### src/rtl/d_fifo_reader.sv
// ---------------------------------------------------------------------------
// d_fifo_reader
//
// Read-side controller for the D-class FIFO pair (D0, D1) in the transmit
// path. It watches both FIFO empty flags and the downstream pause flag, and
// issues at most one single-cycle read enable per clock. It captures the
// FIFO's registered read data one cycle after the enable and presents one
// merged, registered output stream with a valid qualifier.
//
// Read-to-output latency is fixed at 2 cycles:
//   rd_enable at N -> FIFO data at N+1 -> data_out/valid_out at N+2.
//
// Arbitration:
//   default  : round-robin between non-empty FIFOs; D0 wins the first tie
//              after reset.
//   D_FIFO_READER_STRICT_PRIO_EN defined : D0 has strict priority and D1 is
//              read only while D0 is empty. last_grant is still tracked.
//
// Parameters:
//   data_width    word width of both FIFOs and of the output stream
//
// Ports:
//   clk           rising-edge clock
//   reset_L       synchronous active-low reset
//   init          block enable; low behaves exactly like reset
//   empty_D0/D1   FIFO empty flags
//   data_in_D0/D1 FIFO registered read data, valid the cycle after rd_enable
//   pause         downstream almost-full; blocks new reads only
//   rd_enable_D0/D1  single-cycle pop requests
//   data_out      merged output word (0 when not valid)
//   valid_out     data_out qualifier
//   idle_out      both FIFOs empty and nothing in flight
// ---------------------------------------------------------------------------
module d_fifo_reader #(
    parameter int data_width = 6
) (
    input  logic                  clk,
    input  logic                  reset_L,
    input  logic                  init,
    input  logic                  empty_D0,
    input  logic                  empty_D1,
    input  logic [data_width-1:0] data_in_D0,
    input  logic [data_width-1:0] data_in_D1,
    input  logic                  pause,
    output logic                  rd_enable_D0,
    output logic                  rd_enable_D1,
    output logic [data_width-1:0] data_out,
    output logic                  valid_out,
    output logic                  idle_out
);

    // Arbitration history: 0 = D0 was granted last, 1 = D1.
    logic                  r_lastGrant;
    // Stage 1: a read was issued last cycle, and from which FIFO.
    logic                  r_pending;
    logic                  r_source;
    // Stage 2: registered output stream.
    logic [data_width-1:0] r_dataOut;
    logic                  r_validOut;

    logic                  w_active;
    logic                  w_canIssue;
    logic                  w_grant;
    logic                  w_grantSrc;

    assign w_active   = reset_L & init;
    assign w_canIssue = w_active & ~pause;

    // Choose which FIFO to read this cycle. A FIFO that is empty can never
    // be granted, so the enables below are safe by construction; the extra
    // ~empty terms on the enables keep that true even if the grant logic is
    // later changed.
    always_comb begin
        w_grant    = 1'b0;
        w_grantSrc = 1'b0;
`ifdef D_FIFO_READER_STRICT_PRIO_EN
        if (!empty_D0) begin
            w_grant    = 1'b1;
            w_grantSrc = 1'b0;
        end else if (!empty_D1) begin
            w_grant    = 1'b1;
            w_grantSrc = 1'b1;
        end
`else
        if (!empty_D0 && !empty_D1) begin
            // Tie: serve the FIFO that was not served last time.
            w_grant    = 1'b1;
            w_grantSrc = ~r_lastGrant;
        end else if (!empty_D0) begin
            w_grant    = 1'b1;
            w_grantSrc = 1'b0;
        end else if (!empty_D1) begin
            w_grant    = 1'b1;
            w_grantSrc = 1'b1;
        end
`endif
        if (!w_canIssue) begin
            w_grant = 1'b0;
        end
    end

    assign rd_enable_D0 = w_grant & ~w_grantSrc & ~empty_D0;
    assign rd_enable_D1 = w_grant &  w_grantSrc & ~empty_D1;

    // Issue and capture pipeline. Reset (or init low) drops anything in
    // flight, so a word popped just before reset never shows up as valid.
    // last_grant resets to D1 so that D0 wins the first tie.
    always_ff @(posedge clk) begin
        if (!w_active) begin
            r_lastGrant <= 1'b1;
            r_pending   <= 1'b0;
            r_source    <= 1'b0;
            r_dataOut   <= '0;
            r_validOut  <= 1'b0;
        end else begin
            if (w_grant) begin
                r_lastGrant <= w_grantSrc;
                r_pending   <= 1'b1;
                r_source    <= w_grantSrc;
            end else begin
                r_pending   <= 1'b0;
            end

            if (r_pending) begin
                r_dataOut  <= r_source ? data_in_D1 : data_in_D0;
                r_validOut <= 1'b1;
            end else begin
                r_dataOut  <= '0;
                r_validOut <= 1'b0;
            end
        end
    end

    assign data_out  = r_dataOut;
    assign valid_out = r_validOut;

    // Idle only when both FIFOs are empty and neither pipeline stage holds
    // a word; forced low while the block is held in reset.
    assign idle_out = w_active & empty_D0 & empty_D1 & ~r_pending & ~r_validOut;

endmodule

### config.mk
export PLATFORM = sky130hd
export DESIGN_NAME = d_fifo_reader
export DESIGN_NICKNAME = d
export VERILOG_FILES = /design/src/rtl/d_fifo_reader.sv
export SDC_FILE = /design/constraint.sdc
export NUM_CORES = 1
export LEC_CHECK = 0
export BUFFER_PORTS_ARGS = -buffer_cell sky130_fd_sc_hd__buf_2
export CELL_PAD_IN_SITES_DETAIL_PLACEMENT = 0
export CELL_PAD_IN_SITES_GLOBAL_PLACEMENT = 1
export CORE_MARGIN = 1.5
export CORE_UTILIZATION = 27
export CTS_BUF_LIST = sky130_fd_sc_hd__clkbuf_4 sky130_fd_sc_hd__clkbuf_8
export DETAILED_ROUTE_END_ITERATION = 16
export PLACE_DENSITY_LB_ADDON = 0.1
export SKIP_LAST_GASP = 1
export SLEW_MARGIN = 20
export SYNTH_ARGS = -nofsm -noshare
export SYNTH_HDL_FRONTEND = slang
export SYNTH_SLANG_ARGS = --single-unit
export TNS_END_PERCENT = 5
### constraint.sdc
create_clock -name clk -period 1 [get_ports clk]
set_clock_uncertainty 0.1 [all_clocks]
set_input_delay 0.15 -clock clk [delete_from_list [all_inputs] [get_ports clk]]
set_output_delay 0.15 -clock clk [all_outputs]
set_load 0.05 [all_outputs]
==> flow_summary.ini <==
[run_status]
outcome = finished with violations
failing_checks = setup timing

[place]
hpwlAfterDp_microns = 677
postPlaceCellArea_sq_um = 623
gp_congestion = 0.711
numPortBuffers = 27

[routing]
drt-vias-per-instance = 4.31
drt_iter0_drc = 2
route.final.wire_length_microns = 842
vias = 405
drt-pass1-iter-count = 2
final_antenna_net_count = 0
drc = 0
wl_per_cell_microns = 8.96

[clocking]
clk_latency_ps = 260
clock_tree.htree_level_count = 1
ctsRootBufferMaster = sky130_fd_sc_hd__clkbuf_4
buffer_levels_on_the_longest_clock_path = 2
post-cts-setup-buffers = 0
tritoncts_clock_tree = yes
clk_pin_slew_ps = 60
hold_buffers = 0
cts_sinks = 10
number_of_buffers_inserted_during_clock_tree_synthesis = 3

[setup_path]
reg2reg_depth = 4
worstSetupEndpointType = output port
crit_path_max_incr_delay_ps = 340
timing.critical_path.from = valid_out$_SDFF_PN0_
worst_setup_path_start_kind = register
worstPathRequired_ps = 750
reg2reg_to = r_lastGrant$_SDFFE_PN1N_
crit_path_cell_trace = nor4_4, buf_6
critical_path.slowest_cell = sky130_fd_sc_hd__dfxtp_2
setup.worst_path.class = reg -> out
critical_path_arrival_ps = 1060
timing.critical_path.to = idle_out
crit_fanout = 2
timing.rr.start = r_lastGrant$_SDFFE_PN1N_
reg2reg_slack_ps = -10

[timing]
worst_pin_slew_ps = 284
grt_setup_unrepaired = yes
timing_max_transition_violations_final = 0
report.final.setup_viol = 11
slew_headroom_pct = 81.0
finalCriticalPeriod_ps = 1310
fmax_ghz = 0.762
post-route-worst-setup-slack_ps = -312
final.period_utilization_pct = 131
hold_violations = 0

[synthesis]
syn_area_per_cell_sq_um = 9.35
ffs_latches_synth = 10
syn_nets = 58
yosys_warnings = 0
share_of_synthesized_area_occupied_by_flip_flops_and_latches_pct = 53.5
synth_area_sq_um = 374
synthDistinctLibCells = 13
syn-instance-count = 40

[finish]
most-common-layout-cells = sky130_fd_sc_hd__buf_2 (25), sky130_fd_sc_hd__buf_4 (9), sky130_fd_sc_hd__nor2_1 (8), sky130_fd_sc_hd__dfxtp_1 (8), sky130_fd_sc_hd__mux2i_1 (6)
num-nets-final = 98
antenna-diode-count = 0
finish.instance_area_sq_um = 672
final_util_pct = 51.6
layout_commonest_cell = sky130_fd_sc_hd__buf_2
area.growth.synth_to_final_pct = 79.6
final_layout_size_suffix_gt1_share_pct = 59.5

[floorplanning]
die_height_microns = 40.2
fp-row-count = 13
die-width_microns = 40.2
floorplan.die_area_sq_um = 1620
floorplan.initialDensity_pct = 28.8
num_io_pins = 28
design.core.area_sq_um = 1300

[power]
power.density_nw_per_um2 = 1330
peakVddDrop_uv = 1300
total_leakage_power_uw = 0.000335

[global_route]
first_global_vias = 261
grt_first_pass_wirelength_mm = 1.08
grt_max_degree = 8
grt_usage_pct = 11.4
antenna_found_initial = 0
globalRoute.totalOverflow = 0

[flow_run]
drv_cap = 0

[hold_path]
timing.hold.worst.class = in -> reg
[metrics by stage]
stage | worst slack [ps] | setup TNS, ps | hold slack (ps) | power [uW] | cells
CTS | -324 | -1550 | 9.88 | 908 | 94
floorplan | -224 | -456 | 119 | 474 | 40
global route | -394 | -2080 | 10.5 | 952 | 94
finish | -312 | -1380 | 16.9 | 891 | 94
detailed placement | -157 | -526 | 287 | 543 | 90
global placement | -183 | -571 | 284 | 543 | 90
[synth_stat cells, drive strengths merged]
library cell / n / share of area (%)
a21oi: 1 / 1.3
nor3b: 1 / 2.0
a211o: 1 / 2.3
dfxtp: 10 / 54
nor2: 11 / 12
o21ai: 3 / 4.0
nand2: 2 / 2.0
buf: 1 / 2.0
nand3: 1 / 1.3
inv: 2 / 2.0
mux2i: 6 / 16
nor4: 1 / 1.7
[power by group]
part	switching (uW)	total (uW)	internal [uW]
Clock	133	354	221
Sequential	4.09	409	405
Combinational	62.2	128	66.2
[flip-flops by register name, summed over array words and instances, names as in the netlist]
register and count:
data_out 6, r_source 1, r_lastGrant 1, r_pending 1, valid_out 1
[per-layer routing]
layer / share of wire [%] / GRT usage [%] / vias to the layer above
met2: 47 / 14.9 / 15
li1: - / - / 212
met4: 0.83 / 5.00 / 0
met1: 43 / 12.8 / 176
met5: 0 / 0 / -
met3: 9.5 / 10.0 / 2
[what timing repair did]
action | in CTS | in global routing
endpoints found under the setup margin | 11 | 12
resized for setup | 4 | 2
pin swaps | 0 | 1
[layout make-up]
type / count / area, sq um
sequential: 10 / 203
timing repair buffer: 36 / 224
multi-input combinational: 27 / 183
clock buffer: 4 / 36.3
tap: 15 / 18.8
inverter: 2 / 7.51
fill: 126 / 629
[logic make-up (layout without fill, tap and decap cells)]
kind of cell           Yosys count  in the layout  share of synthesized area (%)
buffers and inverters            3             42                           4.01
flip-flops                      10             10                           53.5
AND/OR/NAND/NOR                 16             16                           18.7
multiplexers                     6              6                           16.1
AO/OA/AOI/OAI                    5              5                           7.69
[worst min path at each step]
stage	start	to	slack [ps]	cells after the start
global route	data_in_D0[3]	data_out[3]$_SDFF_PN0_	10	3
floorplan	pause	r_pending$_SDFF_PN0_	120	1
CTS	data_in_D0[3]	data_out[3]$_SDFF_PN0_	10	3
detailed placement	data_in_D0[3]	data_out[3]$_SDFF_PN0_	290	3
finish	data_in_D0[3]	data_out[3]$_SDFF_PN0_	20	3
global placement	data_in_D0[1]	data_out[1]$_SDFF_PN0_	280	3
[critical path: cells and delay by family, from the launching register on]
kind / cells / cell delay (ps)
flops: 1 / 340
buf+inv: 1 / 190
simple gates: 1 / 270
Power figures use the tool's default switching activity.
